### src/rtl/hazard_scoreboard_pkg.sv
// Shared defaults and the per-register counter width helper for the hazard scoreboard.
// The counter must be wide enough to hold the larger of the two stall distances.
package hazard_pkg;

  localparam int DEF_REG_ADDR_W     = 5;
  localparam int DEF_LOAD_USE_STALL = 1;
  localparam int DEF_WB_DIST        = 2;
  localparam int DEF_STALL_CNT_W    = 32;

  // A width of at least 1 keeps degenerate parameter choices elaborating.
  function automatic int cnt_width(input int load_use_stall, input int wb_dist);
    int max_v;
    int w;
    max_v = (load_use_stall > wb_dist) ? load_use_stall : wb_dist;
    w     = $clog2(max_v + 1);
    return (w < 1) ? 1 : w;
  endfunction

endpackage

### src/rtl/hazard_scoreboard_if.sv
// Issue-stage bundle between the decode stage (master) and the hazard scoreboard (slave).
interface hazard_scoreboard_if
  import hazard_pkg::*;
#(
  parameter int REG_ADDR_W  = DEF_REG_ADDR_W,
  parameter int STALL_CNT_W = DEF_STALL_CNT_W
);

  logic                   issue_valid;
  logic [REG_ADDR_W-1:0]  src1;
  logic [REG_ADDR_W-1:0]  src2;
  logic                   single_src;
  logic [REG_ADDR_W-1:0]  dest;
  logic                   wb_en;
  logic                   is_load;
  logic                   forwarding_enable;
  logic                   flush;
  logic                   hazard_detected;
  logic                   pending_any;
  logic [STALL_CNT_W-1:0] stall_cycles;

  modport master (
    output issue_valid, src1, src2, single_src, dest, wb_en, is_load,
           forwarding_enable, flush,
    input  hazard_detected, pending_any, stall_cycles
  );

  modport slave (
    input  issue_valid, src1, src2, single_src, dest, wb_en, is_load,
           forwarding_enable, flush,
    output hazard_detected, pending_any, stall_cycles
  );

endinterface

### src/rtl/hazard_scoreboard_reg_counter.sv
// Remaining-stall counter for one architectural register: load, free-running decrement, clear.
module hazard_reg_counter #(
  parameter int CNT_W = 2
) (
  input  logic             clk,
  input  logic             rst,
  input  logic             clear,
  input  logic             load_en,
  input  logic [CNT_W-1:0] load_val,
  output logic [CNT_W-1:0] cnt
);

  logic [CNT_W-1:0] cnt_q;
  logic [CNT_W-1:0] cnt_d;
  logic [CNT_W-1:0] dec_val;

  always_comb begin
    dec_val = (cnt_q != '0) ? cnt_q - 1'b1 : '0;
    cnt_d   = dec_val;
    // A reload never shortens an older, longer pending wait on the same register.
    if (load_en && (load_val > dec_val)) begin
      cnt_d = load_val;
    end
    if (clear) begin
      cnt_d = '0;
    end
  end

  always_ff @(posedge clk) begin
    if (rst) begin
      cnt_q <= '0;
    end else begin
      cnt_q <= cnt_d;
    end
  end

  assign cnt = cnt_q;

endmodule

### src/rtl/hazard_scoreboard.sv
// Register-dependency scoreboard: stalls ID while a source register still has pending
// cycles before its producer's result is usable, and counts stalled cycles.
module hazard_scoreboard
  import hazard_pkg::*;
#(
  parameter int REG_ADDR_W     = DEF_REG_ADDR_W,
  parameter int LOAD_USE_STALL = DEF_LOAD_USE_STALL,
  parameter int WB_DIST        = DEF_WB_DIST,
  parameter int STALL_CNT_W    = DEF_STALL_CNT_W
) (
  input  logic          clk,
  input  logic          rst,
  hazard_scoreboard_if.slave bus
);

  localparam int NUM_REGS = 2 ** REG_ADDR_W;
  localparam int CNT_W    = cnt_width(LOAD_USE_STALL, WB_DIST);

  logic [CNT_W-1:0]       cnt [NUM_REGS];
  logic [NUM_REGS-1:1]    load_sel;
  logic [NUM_REGS-1:1]    cnt_nz;
  logic [CNT_W-1:0]       load_val;
  logic                   hazard;
  logic                   issue;
  logic                   load_any;
  logic [STALL_CNT_W-1:0] stall_q;
  logic [STALL_CNT_W-1:0] stall_d;

  // Register 0 is hardwired, so it can never be a dependency.
  assign cnt[0] = '0;

  always_comb begin
    hazard = 1'b0;
    if (bus.issue_valid) begin
      hazard = (cnt[bus.src1] != '0) ||
               (!bus.single_src && (cnt[bus.src2] != '0));
    end
  end

  assign issue    = bus.issue_valid && !hazard && !bus.flush;
  assign load_any = issue && bus.wb_en && (bus.dest != '0);

  always_comb begin
    load_val = '0;
    if (!bus.forwarding_enable) begin
      load_val = CNT_W'(WB_DIST);
    end else if (bus.is_load) begin
      load_val = CNT_W'(LOAD_USE_STALL);
    end
  end

  generate
    for (genvar gi = 1; gi < NUM_REGS; gi++) begin : g_reg
      assign load_sel[gi] = load_any && (bus.dest == REG_ADDR_W'(gi));
      assign cnt_nz[gi]   = (cnt[gi] != '0);

      hazard_reg_counter #(
        .CNT_W (CNT_W)
      ) u_cnt (
        .clk      (clk),
        .rst      (rst),
        .clear    (bus.flush),
        .load_en  (load_sel[gi]),
        .load_val (load_val),
        .cnt      (cnt[gi])
      );
    end
  endgenerate

  always_comb begin
    stall_d = stall_q;
    if (hazard && (stall_q != '1)) begin
      stall_d = stall_q + 1'b1;
    end
  end

  always_ff @(posedge clk) begin
    if (rst) begin
      stall_q <= '0;
    end else begin
      stall_q <= stall_d;
    end
  end

  assign bus.hazard_detected = hazard;
  assign bus.pending_any     = |cnt_nz;
  assign bus.stall_cycles    = stall_q;

endmodule
### src/flat_wrapper.sv
// flat-port wrapper written by rule: the top's interface ports become plain ports
module hazard_scoreboard_flat import hazard_pkg::*;
#(
  parameter int REG_ADDR_W     = DEF_REG_ADDR_W,
  parameter int LOAD_USE_STALL = DEF_LOAD_USE_STALL,
  parameter int WB_DIST        = DEF_WB_DIST,
  parameter int STALL_CNT_W    = DEF_STALL_CNT_W
)
  (clk, rst, bus_issue_valid, bus_src1, bus_src2, bus_single_src, bus_dest, bus_wb_en, bus_is_load, bus_forwarding_enable, bus_flush, bus_hazard_detected, bus_pending_any, bus_stall_cycles);
  hazard_scoreboard_if #(.REG_ADDR_W(REG_ADDR_W), .STALL_CNT_W(STALL_CNT_W)) bus_i ();
  input  logic clk;
  input  logic rst;
  input wire logic [$bits(bus_i.issue_valid)-1:0] bus_issue_valid;
  input wire logic [$bits(bus_i.src1)-1:0] bus_src1;
  input wire logic [$bits(bus_i.src2)-1:0] bus_src2;
  input wire logic [$bits(bus_i.single_src)-1:0] bus_single_src;
  input wire logic [$bits(bus_i.dest)-1:0] bus_dest;
  input wire logic [$bits(bus_i.wb_en)-1:0] bus_wb_en;
  input wire logic [$bits(bus_i.is_load)-1:0] bus_is_load;
  input wire logic [$bits(bus_i.forwarding_enable)-1:0] bus_forwarding_enable;
  input wire logic [$bits(bus_i.flush)-1:0] bus_flush;
  output wire logic [$bits(bus_i.hazard_detected)-1:0] bus_hazard_detected;
  output wire logic [$bits(bus_i.pending_any)-1:0] bus_pending_any;
  output wire logic [$bits(bus_i.stall_cycles)-1:0] bus_stall_cycles;
  assign bus_i.issue_valid = bus_issue_valid;
  assign bus_i.src1 = bus_src1;
  assign bus_i.src2 = bus_src2;
  assign bus_i.single_src = bus_single_src;
  assign bus_i.dest = bus_dest;
  assign bus_i.wb_en = bus_wb_en;
  assign bus_i.is_load = bus_is_load;
  assign bus_i.forwarding_enable = bus_forwarding_enable;
  assign bus_i.flush = bus_flush;
  assign bus_hazard_detected = bus_i.hazard_detected;
  assign bus_pending_any = bus_i.pending_any;
  assign bus_stall_cycles = bus_i.stall_cycles;
  hazard_scoreboard #(.REG_ADDR_W(REG_ADDR_W), .LOAD_USE_STALL(LOAD_USE_STALL), .WB_DIST(WB_DIST), .STALL_CNT_W(STALL_CNT_W)) u_core (.clk(clk), .rst(rst), .bus(bus_i));
endmodule
### config.mk
export PLATFORM = sky130hd
export DESIGN_NAME = hazard_scoreboard_flat
export DESIGN_NICKNAME = d
export VERILOG_FILES = /design/src/rtl/hazard_scoreboard_pkg.sv /design/src/rtl/hazard_scoreboard_if.sv /design/src/rtl/hazard_scoreboard_reg_counter.sv /design/src/rtl/hazard_scoreboard.sv /design/src/flat_wrapper.sv
export SDC_FILE = /design/constraint.sdc
export NUM_CORES = 1
export LEC_CHECK = 0
export CAP_MARGIN = 30
export CORE_ASPECT_RATIO = 1.1
export CORE_MARGIN = 5
export CORE_UTILIZATION = 30
export DETAILED_ROUTE_END_ITERATION = 8
export HOLD_SLACK_MARGIN = 0.02
export PLACE_DENSITY = 0.52
export SLEW_MARGIN = 20
export SYNTH_ARGS = -nofsm -noshare
export SYNTH_HDL_FRONTEND = slang
export SYNTH_SLANG_ARGS = --single-unit
### constraint.sdc
create_clock -name clk -period 4.05 [get_ports clk]
set_clock_uncertainty 0.05 [all_clocks]
set_input_delay 0.81 -clock clk [delete_from_list [all_inputs] [get_ports clk]]
set_output_delay 0.81 -clock clk [all_outputs]
set_load 0.005 [all_outputs]
**After elaboration in Yosys (flattened, before gate mapping)**

Index checks and enable logic that the tools add are counted.

- Add/subtract/negate cells: 32
- Magnitude comparators: 33
- Equality and inequality tests: 32
- Muxes and demuxes: 71
- Bitwise gates (word level): 2
- Reductions and logical operators: 108

Operators by type and width:

| cell | number |
|---|---|
| two-way mux 2 bit | 67 |
| == test 5 bit, second input constant | 16 |
| logical AND 1 bit | 68 |
| nonzero test 2 bit | 33 |
| > comparator 2 bit | 31 |
| subtractor 2 x 1 -> 2 bit, second input constant | 31 |
| == test 5 x 4 -> 1 bit, second input constant | 8 |
| adder 32 x 1 -> 32 bit, second input constant | 1 |
| inequality test 32 bit, second input constant | 1 |
| OR reduction 31 bit | 1 |
| binary-select mux 2 bit (select 5 bit) | 2 |
| == test 5 x 3 -> 1 bit, second input constant | 4 |
| >= comparator 6 bit, second input constant | 2 |
| inverter 5 -> 6 bit | 2 |
| == test 5 x 2 -> 1 bit, second input constant | 2 |
| == test 5 x 1 -> 1 bit, second input constant | 1 |
| nonzero test 5 bit | 1 |
| zero test 1 bit | 3 |
| two-way mux 1 bit | 2 |
| OR reduction 2 bit | 1 |
| logical OR 1 bit | 1 |

- Flip-flop bits (word level): 94
- Input port bits: 23
- Output and inout bits: 34
- Word-level logic and storage cells: 310

**Logic depth before layout (Yosys ltp)**

- Word-level depth: 16
- Depth in mapped cells: 10
- Mapped depth without buffers: 9

**Hierarchy**

A second synthesis with hierarchy kept.

- Cell total of the unflattened synthesis: 917
- Area, all modules: 7,160.6 um2

By module, submodules not included:

| module | times used | cells an instance | area an instance (um2) | sequential area each (um2) |
|---|---|---|---|---|
| hazard_reg_counter | 31 | 17 | 138.9 | 40.0 |
| hazard_scoreboard | 1 | 390 | 2,855.2 | 640.6 |

**Worst setup path after synthesis**

No wires, ideal clock.

- Kind: input -> output
- Start point: input port bus_src2[1]
- End point: output port bus_hazard_detected
- Arrival time: 2,447 ps
- Data required time: 3,190 ps
- Path slack: 743 ps
- Stages on the path: 7
- Path buffers: 0
- Cells stage by stage: inv_2 -> mux4_2 -> mux2_2 -> a32oi_2 -> o311ai_4 -> and2_1 -> nor2b_1

- Cells in the longest elaborated chain, start to end: 8

RTL lines:

| element | line | text |
|---|---|---|
| from (decl) | flat_wrapper.sv:15 | `input wire logic [$bits(bus_i.src2)-1:0] bus_src2;` |
| inverter 5 -> 6 bit (not written as such) | hazard_scoreboard.sv:36 | `(!bus.single_src && (cnt[bus.src2] != '0));` |
| binary-select mux 2 bit (select 5 bit) | hazard_scoreboard.sv:36 |  |
| two-way mux 2 bit (not written as such) (2 in a row) | hazard_scoreboard.sv:36 |  |
| nonzero test 2 bit | hazard_scoreboard.sv:36 |  |
| logical AND 1 bit | hazard_scoreboard.sv:36 |  |
| logical OR 1 bit | hazard_scoreboard.sv:35 | `hazard = (cnt[bus.src1] != '0) \|\|` |
| two-way mux 1 bit | hazard_scoreboard.sv:34 | `if (bus.issue_valid) begin` |
| to (decl) | flat_wrapper.sv:22 | `output wire logic [$bits(bus_i.hazard_detected)-1:0] bus_hazard_detected;` |

Every way passes these cells. The select of a mux whose other input is x is not followed.

**Worst setup path in the final report**

- Start point: input port bus_src1[3]
- End point: output port bus_hazard_detected

- Cells in the longest elaborated chain, start to end: 7

RTL lines:

| element | line | text |
|---|---|---|
| from (decl) | flat_wrapper.sv:14 | `input wire logic [$bits(bus_i.src1)-1:0] bus_src1;` |
| inverter 5 -> 6 bit (not written as such) | hazard_scoreboard.sv:35 |  |
| binary-select mux 2 bit (select 5 bit) | hazard_scoreboard.sv:35 |  |
| two-way mux 2 bit (not written as such) (2 in a row) | hazard_scoreboard.sv:35 |  |
| nonzero test 2 bit | hazard_scoreboard.sv:35 |  |
| logical OR 1 bit | hazard_scoreboard.sv:35 |  |
| two-way mux 1 bit | hazard_scoreboard.sv:34 |  |

Every way passes these cells. The select of a mux whose other input is x is not followed.

==> flow_summary.yaml <==
critical_path:
  crit_required_ps: 3190
  rrSetupSlack_ps: 850
  path_class: "in -> out"
  cp-endpoint: "bus_hazard_detected"
  worst_r2r_path_depth: 10
  critPathMaxFanout: 8
  timing.rr.start: "u_core.g_reg[4].u_cnt.cnt[0]$_SDFF_PP0_"
  end_kind: "output pin"
  worstSetupStartpointType: "input port"
  crit_start: "bus_src1[3]"
  crit_arrival_ps: 3000
  worstReg2RegEnd: "u_core.g_reg[20].u_cnt.cnt[0]$_SDFF_PP0_"
die:
  die_area_mm2: 0.02472
  core_area_mm2: 0.02137
  rows: 56
  die_x_um: 150.4
  die_height_um: 164.4
  num_io_pins: 57
  start_util: 0.3042
power_and_ir_drop:
  p_sw_frac: 0.2577
  pwr-share-seq: 0.452
  vdd_drop_max_v: 0.0001847
  p_per_area_mw_per_mm2: 253.3
  combinationalPowerShare: 0.110
  clkPwrFrac: 0.438
  power.internal_mw: 1.523
  p_sw_mw: 0.5288
  power.leakage_nw: 3.010
logic_synthesis:
  ys_types: 50
  synthArstFlopShare: 0
  synth_edf_count: 0
  yosysSeqAreaShare: 0.2895
  yosys_register_bits: 94
  synth.avg_cell_area_um2: 8.410
  yosys_warnings: 0
  netlist_area_mm2: 0.006501
  syn_nets: 859
  ys.flop_type: "dfxtp_1"
  syn_inst: 773
timing:
  fmax_ghz: 0.2589
  layout_setup_ws_ps: 188.1
  slew_violations: 0
  worstMarginPinSlew_ps: 890.6
  rsz0062_at_grt: "no"
  period_share: 0.9536
  finalSetupViolations: 0
  slew_headroom: 0.4062
  finalHoldViolCount: 0
  fin_crit_ps: 3862
clock_network:
  cts_num_sinks: 94
  clk-insertion-delay-late_ps: 350
  clk_path_buf_depth: 2
  cts_buffers: 9
  htree_levels: 3
  cts_tree: "yes"
  clkTransAtPathRegs_ps: 70
  clock-root-buffer: "clkbuf_16"
grt:
  grt_overflow: 0
  grt_pass1_vias: 5809
  grt_start_max_net_pins: 51
  antenna_found_initial: 0
  grt_pass1_wl_um: 30340
  grt.total_usage: 0.1559
routing:
  routedWlPerCell_um: 16.03
  wl_um: 18660
  drcViolationCount: 0
  ant_nets: 0
  drtIter0Drc: 412
  vias: 5905
  first_pass_iters: 4
  vias_per_cell: 5.073
job:
  drv_cap: 0
place:
  dpl_worst_slack_ps: -369.1
  numPortBuffers: 56
  gp_congestion: 0.8793
  hpwl_um: 13720
  place_inst: 1146
finish:
  syn_to_final_growth_pct: 24.62
  fin_cells: 1164
  nets: 954
  layout_commonest_cell: "dfxtp_1"
  mostFrequentLayoutCells: "dfxtp_1, nand2_1, mux2i_1, ha_1, nor2_1"
  layout-drive-gt1-share: 0.1363
  fillCellCount: 2203
worst_hold_path:
  min_path_cells: 2
  hp-class: "reg -> reg"
run_status:
  status: "finished clean"
[critical path, stage by stage]
cell             delay, ps
clkdlybuf4s50_1        450
buf_4                  170
buf_4                  140
nor3_1                  50
a211oi_1               330
a2111oi_2               90
buf_4                  150
nor3_1                 260
and2_4                 230
nor2b_2                 50
dlygate4sd2_1          260
[area by class of cell]
class                   count  area [um^2]  area share
multi-input cells         603         4352      0.5371
flip-flops and latches     94         1882      0.2323
repair buffers            117         1033      0.1276
inverters                  43        161.4     0.01992
diodes                      1        2.502   0.0003089
clock inverters             5        65.06    0.008031
clock buffers              11        242.7     0.02996
well taps                 290        362.8     0.04479
[sequential cells by signal (all words and copies together), names as in the netlist]
name and count:
u_core.g.u_cnt.cnt 62, u_core.bus.stall_cycles 32
[cells in the mapped netlist (3+ instances only)]
| master | count | area share |
|---|---|---|
| nand3_1 | 49 | 0.038 |
| and2_1 | 5 | 0.0048 |
| a2111oi_0 | 19 | 0.026 |
| nand4_1 | 24 | 0.023 |
| nor4_1 | 7 | 0.0067 |
| nor3_1 | 14 | 0.011 |
| and3_1 | 7 | 0.0067 |
| a31oi_1 | 3 | 0.0029 |
| or4_1 | 3 | 0.0035 |
| a31o_2 | 3 | 0.0040 |
| nand3b_1 | 7 | 0.0081 |
| a21oi_1 | 45 | 0.035 |
| nor2b_1 | 52 | 0.050 |
| a2111oi_1 | 3 | 0.0046 |
| mux2_2 | 16 | 0.028 |
| ha_1 | 63 | 0.12 |
| xnor2_1 | 3 | 0.0040 |
| o21ai_0 | 16 | 0.012 |
| nand2_1 | 82 | 0.047 |
| clkbuf_1 | 27 | 0.016 |
| mux2i_1 | 63 | 0.097 |
| or3_1 | 5 | 0.0048 |
| and4_1 | 6 | 0.0081 |
| buf_2 | 6 | 0.0046 |
| mux4_2 | 10 | 0.035 |
| nand2b_1 | 3 | 0.0029 |
| dfxtp_1 | 94 | 0.29 |
| inv_1 | 42 | 0.024 |
| a211oi_1 | 11 | 0.013 |
| nor2_1 | 62 | 0.036 |
[power by group through the flow]
stage               sequential (mW)  clock, mW  combinational (mW)
global placement              0.949          0               0.222
global route                  0.927      0.970               0.251
finish                        0.927      0.900               0.225
floorplan                     0.948          0               0.120
CTS                           0.927      0.930               0.227
detailed placement            0.949          0               0.224
[how the worst min path moves through the flow]
stage	start	to
2_1_floorplan	u_core.g_reg[12].u_cnt.cnt[0]$_SDFF_PP0_	u_core.g_reg[12].u_cnt.cnt[1]$_SDFF_PP0_
3_3_place_gp	u_core.g_reg[30].u_cnt.cnt[0]$_SDFF_PP0_	u_core.g_reg[30].u_cnt.cnt[1]$_SDFF_PP0_
3_5_place_dp	u_core.bus.stall_cycles[30]$_SDFFE_PP0P_	u_core.bus.stall_cycles[30]$_SDFFE_PP0P_
4_1_cts	u_core.g_reg[31].u_cnt.cnt[0]$_SDFF_PP0_	u_core.g_reg[31].u_cnt.cnt[1]$_SDFF_PP0_
5_1_grt	u_core.g_reg[30].u_cnt.cnt[0]$_SDFF_PP0_	u_core.g_reg[30].u_cnt.cnt[1]$_SDFF_PP0_
6_report	u_core.g_reg[31].u_cnt.cnt[0]$_SDFF_PP0_	u_core.g_reg[31].u_cnt.cnt[1]$_SDFF_PP0_
[through the flow]
stage	instance area (um^2)	hold WS, ps	util	total power [mW]	setup TNS [ps]
floorplan	6501	423.4	-	1.069	0
global placement	7771	435.5	0.3636	1.171	-366.2
detailed placement	7771	440.0	0.3636	1.172	-369.1
CTS	8098	452.3	0.3789	2.084	0
global route	8099	472.0	0.3790	2.148	0
finish	8102	450.3	0.3791	2.052	0
[repair_timing]
action,in CTS,in global routing
pin swaps,2,0
resized for setup,11,1
hold buffers,0,0
endpoints found under the setup margin,1,1
buffers inserted,1,0
[routing by layer]
| layer | global-route usage | vias up | part of all wire |
|---|---|---|---|
| li1 | - | 3004 | - |
| met1 | 0.2053 | 2755 | 0.47 |
| met2 | 0.2607 | 129 | 0.46 |
| met3 | 0.02689 | 17 | 0.048 |
| met4 | 0.04784 | 0 | 0.016 |
| met5 | 0 | - | 0 |
[cell families (layout without fill, tap and decap cells)]
family	Yosys count	count (layout)	share of synthesized area
simple gates	330	330	0.2552
compound gates	118	118	0.1257
flops	94	94	0.2895
mux	89	89	0.1594
buf+inv	76	176	0.04503
fa+ha+maj	63	63	0.1212
xor+xnor	3	3	0.004042
other cells	0	1	0
Power figures use the tool's default switching activity.
